===== config.mk =====
export PLATFORM = sky130hd
export DESIGN_NAME = conv1d_stream_layer
export DESIGN_NICKNAME = d
export VERILOG_FILES = /design/src/rtl/conv1d_stream_layer.sv
export SDC_FILE = /design/constraint.sdc
export NUM_CORES = 1
export LEC_CHECK = 0
export CAP_MARGIN = 10
export CELL_PAD_IN_SITES_DETAIL_PLACEMENT = 2
export CELL_PAD_IN_SITES_GLOBAL_PLACEMENT = 2
export CORE_ASPECT_RATIO = 1.4
export CORE_UTILIZATION = 40
export DETAILED_ROUTE_END_ITERATION = 10
export GPL_ROUTABILITY_DRIVEN = 0
export HOLD_SLACK_MARGIN = 0.06
export PLACE_DENSITY = 0.85
export SYNTH_ARGS = -nofsm -noshare
export SYNTH_HDL_FRONTEND = slang
export SYNTH_SLANG_ARGS = --single-unit

===== constraint.sdc =====
create_clock -name clk -period 9.22 [get_ports clk]
set_input_delay 1.383 -clock clk [delete_from_list [all_inputs] [get_ports clk]]
set_output_delay 1.383 -clock clk [all_outputs]
set_load 0.01 [all_outputs]

===== src/rtl/conv1d_stream_layer.sv =====
// Streaming 1-D convolution layer: loads M weights then N samples on x, and emits
// the N-M+1 saturated (optionally ReLU'd) dot products on y, one per valid/ready transfer.
module conv1d_stream_layer #(
  parameter int unsigned T    = 16,
  parameter int unsigned N    = 8,
  parameter int unsigned M    = 3,
  parameter bit          RELU = 1'b0
) (
  input  logic                clk,
  input  logic                reset,
  input  logic signed [T-1:0] x_data,
  input  logic                x_valid,
  output logic                x_ready,
  output logic signed [T-1:0] y_data,
  output logic                y_valid,
  input  logic                y_ready
);

  localparam int unsigned IW = $clog2(M + N);
  localparam int unsigned KW = (N > 1) ? $clog2(N) : 1;
  localparam int unsigned MW = (M > 1) ? $clog2(M) : 1;
  localparam int unsigned PW = 2 * T;
  localparam int unsigned AW = 2 * T + $clog2(M) + 1;

  localparam logic [1:0] S_IDLE = 2'd0;
  localparam logic [1:0] S_LOAD = 2'd1;
  localparam logic [1:0] S_MAC  = 2'd2;
  localparam logic [1:0] S_OUT  = 2'd3;

  localparam logic signed [AW-1:0] SAT_MAX = $signed({{(AW-T+1){1'b0}}, {(T-1){1'b1}}});
  localparam logic signed [AW-1:0] SAT_MIN = $signed({{(AW-T+1){1'b1}}, {(T-1){1'b0}}});

  logic [1:0]           state;
  logic [1:0]           state_nxt;
  logic [IW-1:0]        i_cnt;
  logic [KW-1:0]        k_cnt;
  logic [MW-1:0]        m_cnt;
  logic signed [AW-1:0] acc;
  logic signed [T-1:0]  w_mem [M];
  logic signed [T-1:0]  x_mem [N];

  logic                 x_take_c;
  logic                 y_take_c;
  logic                 load_last_c;
  logic                 mac_last_c;
  logic                 out_last_c;
  logic [KW-1:0]        x_idx_c;
  logic signed [PW-1:0] prod_c;
  logic signed [AW-1:0] sum_c;
  logic signed [AW-1:0] relu_c;
  logic signed [T-1:0]  sat_c;

  assign x_take_c    = x_valid && x_ready;
  assign y_take_c    = y_valid && y_ready;
  assign load_last_c = (i_cnt == IW'(M + N - 1));
  assign mac_last_c  = (m_cnt == MW'(M - 1));
  assign out_last_c  = (k_cnt == KW'(N - M));

  // Next-state decode
  always_comb begin
    state_nxt = state;
    case (state)
      S_IDLE:  state_nxt = S_LOAD;
      S_LOAD:  if (x_take_c && load_last_c) state_nxt = S_MAC;
      S_MAC:   if (mac_last_c) state_nxt = S_OUT;
      S_OUT:   if (y_take_c) state_nxt = out_last_c ? S_LOAD : S_MAC;
      default: state_nxt = S_IDLE;
    endcase
  end

  // One tap per cycle: product, running sum, then ReLU and clamp for the final tap
  always_comb begin
    x_idx_c = k_cnt + KW'(m_cnt);
    prod_c  = w_mem[m_cnt] * x_mem[x_idx_c];
    sum_c   = acc + $signed({{(AW-PW){prod_c[PW-1]}}, prod_c});
    relu_c  = (RELU && sum_c[AW-1]) ? '0 : sum_c;
    if (relu_c > SAT_MAX) begin
      sat_c = T'(SAT_MAX);
    end else if (relu_c < SAT_MIN) begin
      sat_c = T'(SAT_MIN);
    end else begin
      sat_c = T'(relu_c);
    end
  end

  // State register; handshake flags registered from the next state
  always_ff @(posedge clk or negedge reset) begin
    if (!reset) begin
      state   <= S_IDLE;
      x_ready <= 1'b0;
      y_valid <= 1'b0;
    end else begin
      state   <= state_nxt;
      x_ready <= (state_nxt == S_LOAD);
      y_valid <= (state_nxt == S_OUT);
    end
  end

  // Counters, accumulator and result register
  always_ff @(posedge clk or negedge reset) begin
    if (!reset) begin
      i_cnt  <= '0;
      k_cnt  <= '0;
      m_cnt  <= '0;
      acc    <= '0;
      y_data <= '0;
    end else begin
      case (state)
        S_LOAD: begin
          if (x_take_c) begin
            if (load_last_c) begin
              i_cnt <= '0;
              k_cnt <= '0;
              m_cnt <= '0;
              acc   <= '0;
            end else begin
              i_cnt <= i_cnt + IW'(1);
            end
          end
        end
        S_MAC: begin
          if (mac_last_c) begin
            y_data <= sat_c;
            m_cnt  <= '0;
            acc    <= '0;
          end else begin
            acc   <= sum_c;
            m_cnt <= m_cnt + MW'(1);
          end
        end
        S_OUT: begin
          if (y_take_c && !out_last_c) k_cnt <= k_cnt + KW'(1);
        end
        default: ;
      endcase
    end
  end

  // Weight and sample storage, written in arrival order
  always_ff @(posedge clk) begin
    if (x_take_c) begin
      if (i_cnt < IW'(M)) begin
        w_mem[MW'(i_cnt)] <= x_data;
      end else begin
        x_mem[KW'(i_cnt - IW'(M))] <= x_data;
      end
    end
  end

endmodule


Yosys cells after proc, flatten, opt, wreduce, memory -nomap -nowiden
Memory sizes are Yosys's and may differ from the RTL's. Index checks and enable logic that the tools add are counted.

Latch bits: 0. Memories: 2. Register bits after elaboration: 64. Memory bits (read-only): 0. Memory bits (writable): 176.

Divide/modulo/power cells: 0. Multiplexer cells: 26. Shift-type cells: 0. Magnitude comparators: 3. Equality and inequality tests: 11. Bitwise operators: 0. Reduce and logical (&&, ||, !) cells: 12. Add/subtract/negate cells: 6. $mul: 1.

Memories: x_mem (words 8, width 16, read ports 1, clocked after Yosys merged registers in 0, write ports 1, line 40) `logic signed [T-1:0] x_mem [N];`; w_mem (words 3, width 16, read ports 1, clocked after Yosys merged registers in 0, write ports 1, line 39) `logic signed [T-1:0] w_mem [M];`.

Operators with widths (number): 35-bit two-way mux (3); 35-bit one-hot mux with 2 select lines (1); 35-bit by 32-bit adder with 35-bit output (1); 35-bit by 16-bit > comparator with 1-bit output (second input constant) (1); 35-bit by 16-bit < comparator with 1-bit output (second input constant) (1); 16-bit by 16-bit multiplier with 32-bit output (1); 16-bit two-way mux (2); 2-bit two-way mux (7); 3-bit two-way mux (3); 2-bit equality test (second input constant) (4); 2-bit one-hot mux with 4 select lines (1); 1-bit two-way mux (6); 2-bit != test (second input constant) (3); 3-bit one-hot mux with 2 select lines (1); 4-bit by 1-bit adder with 4-bit output (second input constant) (1); 2-bit by 1-bit equality test with 1-bit output (second input constant) (2); 4-bit equality test (second input constant) (1); 1-bit logical AND (4); 4-bit by 2-bit < comparator with 1-bit output (second input constant) (1); 4-bit two-way mux (1); 2-bit one-hot mux with 2 select lines (1); 2-bit AND reduction (2); 4-bit AND reduction (1); 2-bit nonzero test (2); other kinds (8) (8).

Longest topological paths before layout
An unclocked memory read counts as a cell.

Depth in word-level cells: 7. Depth in mapped cells: 35. Depth with buffers taken out: 29.

Least setup slack after synthesis
Ideal clock, no wire load.

Path type: register to register. From: register k_cnt[0]. To: register y_data[0]. Setup slack: 194 ps. Stages on the path, launching flop included: 31. Setup time: 127 ps. Period minus slack after synthesis: 9026 ps. Arrival time: 8899 ps. Path through: dfrtp_1 > ha_1 > fa_1 > clkbuf_1 > clkbuf_1 > buf_1 > mux4_2 > mux2_2 > nand2_1 > inv_1 > fa_1 > fa_1 > fa_1 > fa_1 > fa_1 > inv_1 > fa_1 > inv_1 > ha_1 > buf_6 > and3_4 > and2_4 > a221o_1 > nor4_2 > a311oi_2 > or3_1 > nor4_2 > nand4_1 > nand2_2 > buf_6 > o211ai_2.

Word-level cells in the longest chain between the ends: 7. Elaborated cells on any way between the ends: 8. Those cells by class: 2 x add/sub; 1 x mul; 2 x order compare; 2 x mux; 1 x memory.

RTL lines: start: declaration (line 36) `logic [KW-1:0] k_cnt;`; start signal: assignment (line 132) `if (y_take_c && !out_last_c) k_cnt <= k_cnt + KW'(1);`; 3-bit by 2-bit adder with 3-bit output * (line 73) `x_idx_c = k_cnt + KW'(m_cnt);`; memory 8 x 16 bit *; 16-bit by 16-bit multiplier with 32-bit output * (line 74) `prod_c = w_mem[m_cnt] * x_mem[x_idx_c];`; 35-bit by 32-bit adder with 35-bit output * (line 75) `sum_c = acc + $signed({{(AW-PW){prod_c[PW-1]}}, prod_c});`; 35-bit by 16-bit < comparator with 1-bit output (line 79) `end else if (relu_c < SAT_MIN) begin`; 16-bit two-way mux (line 79); 16-bit two-way mux * (line 77) `if (relu_c > SAT_MAX) begin`; end signal: assignment (line 123) `y_data <= sat_c;`; end: declaration (line 14) `output logic signed [T-1:0] y_data,`.

Every way passes the cells marked *; elsewhere a longest branch is shown, timed or not. A chain may end at the register's enable or synchronous reset.

Worst setup path after layout
From: register k_cnt[0]. To: register y_data[5].

Same word-level chain as after synthesis.

==> flow_metrics.py <==
metrics = {
    "setup_path": {
        "path_max_fanout": 16,
        "arrival_ns": 9.52,
        "path_common_cell": "fa_1",
        "critical_path.top_delay_family": "adder cells",
        "r2r_start": "k_cnt[0]",
        "crit_buf_inv": 5,
        "critPathKind": "reg2reg",
        "slowest_stage": "fa_2",
        "required_ns": 9.67,
        "crit_start": "k_cnt[0]",
        "critPathLaunchType": "register",
        "slowest_delay_ns": 0.67,
        "worstSetupEndpointType": "register",
    },
    "clock_network": {
        "clk_latency_ns": 0.58,
        "cts_buffer_depth": 3,
        "htreeDepth": 1,
        "cts_made_buffers": 24,
        "cts_tree": "done",
        "clk_pin_slew_ns": 0.07,
        "root_buffer": "clkbuf_16",
        "clock_sinks": 240,
    },
    "yosys": {
        "synth_compound_area_frac": 0.0733,
        "syn_area_sq_mm": 0.0214,
        "synth_mux_area_frac": 0.0533,
        "ys_warn_count": 0,
        "synth-simple-area-share": 0.107,
        "ys_seq_elements": 240,
        "synth_top_family_by_area": "adder cells",
        "synth_adder_area_share": 0.356,
        "synth_xor_area_frac": 0.0160,
        "netlist_top_cells_count": "inv_1, fa_1, nor2_1",
        "synthDominantCellAreaShare": 0.291,
        "synth_async_sr_flop_share": 0.267,
        "synth_edf_count": 176,
        "synthTopCellsByArea": "fa_1, edfxtp_1, dfrtp_1",
        "ys_types": 75,
        "syn_nets": 2338,
        "postSynthCellCount": 1896,
        "ys_seq_area_frac": 0.322,
        "yosysTopAreaCell": "fa_1",
        "synth.most_common_cell": "inv_1",
        "synth_ff_type": "edfxtp_1",
        "avgSynthCellArea_sq_um": 11.3,
    },
    "global_route": {
        "grt_pass1_wl_mm": 117,
        "antenna_found_initial": 0,
        "grt_max_degree": 65,
        "grt_pass1_vias": 18500,
        "grt_use_total": 0.295,
        "grt_overflow": 0,
    },
    "cells_and_area": {
        "drive_gt1_frac": 0.110,
        "stdcell_count": 2679,
        "final_net_count": 2396,
        "antenna_cells": 0,
        "areaGrowthSynthToFinish_pct": 11.1,
    },
    "routing": {
        "post_drt_wl_per_cell_um": 28.9,
        "dr.pass1.iters": 5,
        "antenna_left": 0,
        "via_per_inst": 5.70,
        "first_iter_violations": 782,
        "num_vias": 15300,
        "wl_mm": 77.6,
        "drc_errors": 0,
    },
    "outcome": {
        "status": "finished clean",
    },
    "floorplan": {
        "io_pins": 38,
        "fp.dieW_um": 198,
        "rows": 99,
        "coreArea_sq_mm": 0.0525,
        "initial_core_util": 0.408,
        "dieArea_sq_mm": 0.0544,
        "die_y_um": 276,
    },
    "placed_design": {
        "port_buffers": 37,
        "dp_hpwl_mm": 59.0,
        "place_inst": 2627,
    },
    "timing": {
        "hold_viol": 0,
        "fin_skew_ns": 0.0176,
        "worst_pin_slew_ns": 1.15,
        "period_needed_ns": 9.07,
        "fin_crit_sh": 0.984,
        "drv_slew": 0,
        "setup_viol": 0,
        "timing.fmax_ghz": 0.110,
        "relSlewSlack": 0.233,
    },
    "run": {
        "cap_violations": 0,
    },
    "min_path": {
        "hold_path.startpoint": "y_data[15]",
        "hold_class": "reg2reg",
    },
}
## worst min-delay path, stage by stage (launching register included)
cell and delay (ns):
dfrtp_1 0.36, nand2_1 0.05, nand2_1 0.05
## per-layer routing
layer | vias to the layer above | part of all wire | GRT usage
met3 | 298 | 0.037 | 0.0358
met4 | 0 | 0.083 | 0.214
met1 | 8172 | 0.33 | 0.299
li1 | 6288 | - | -
met2 | 523 | 0.55 | 0.556
met5 | - | 0 | 0
## cells in the final DEF, fill, tap and decap left out, types with 10 or more instances in the layout
cell type	n
inv_1	338
fa_1	308
dfrtp_1	63
o21ai_0	44
mux2_2	11
o211ai_2	10
edfxtp_1	176
mux2i_1	27
o211ai_1	11
clkdlybuf4s50_1	36
a21oi_1	33
xnor2_1	25
buf_4	48
ha_1	106
o21a_1	18
clkbuf_16	25
nor2_1	188
or2_2	10
and2_1	25
mux4_2	32
o21ai_1	19
nand3_1	11
nand2_2	11
nand2b_1	26
a22o_1	32
a21o_1	10
nand2_1	157
## area by class of cell
| cell class | count | area, sq um |
|---|---|---|
| inverter | 340 | 1280 |
| sequential | 240 | 6890 |
| clock buffer | 32 | 651 |
| tap | 707 | 885 |
| fill | 5283 | 28700 |
| multi-input combinational | 1256 | 13100 |
| timing repair buffer | 92 | 845 |
| clock inverter | 12 | 101 |
## state kept, by name, indices dropped and copies added (netlist names)
register / count
state: 2
x_mem: 128
y_valid: 1
acc: 35
w_mem: 48
m_cnt: 2
k_cnt: 3
x_ready: 1
i_cnt: 4
y_data: 16
## metrics by stage
stage	cell area, sq um	TNS [ns]	hold WS (ns)	worst slack [ns]	util
CTS	23600	0	0.504	0.00936	0.449
global route	23800	-0.0175	0.538	-0.0175	0.453
finish	23800	0	0.497	0.146	0.453
detailed placement	22800	-2.08	0.488	-0.197	0.434
global placement	22800	0	0.468	0.319	0.434
floorplan	21400	0	0.456	0.194	-
## worst paths after layout
check,slack [ns],cells after the start,to
max reg2reg,0.15,27,y_data[5]
min in group asynchronous,1.02,2,y_data[4]
min,0.50,2,y_data[15]
min reg2reg,0.50,2,y_data[15]
max,0.15,27,y_data[5]
max in group asynchronous,7.48,2,k_cnt[0]
## logic make-up after synthesis
| logic type | after synthesis |
|---|---|
| simple gates | 501 |
| fa+ha+maj | 422 |
| buf+inv | 401 |
| flops | 240 |
| compound gates | 224 |
| mux | 72 |
| xor+xnor | 36 |
## timing repair
action                     in CTS  in global routing
setup endpoints to repair      15                 15
gates cloned                    1                  1
setup buffers                   3                  3
gates resized for setup         6                 30
hold buffers                    0                  0
pin swaps                       5                  2
Power is left out: the tool's default activity adds up to more than one toggle a clock period on the data nets, which glitch-free logic cannot reach.
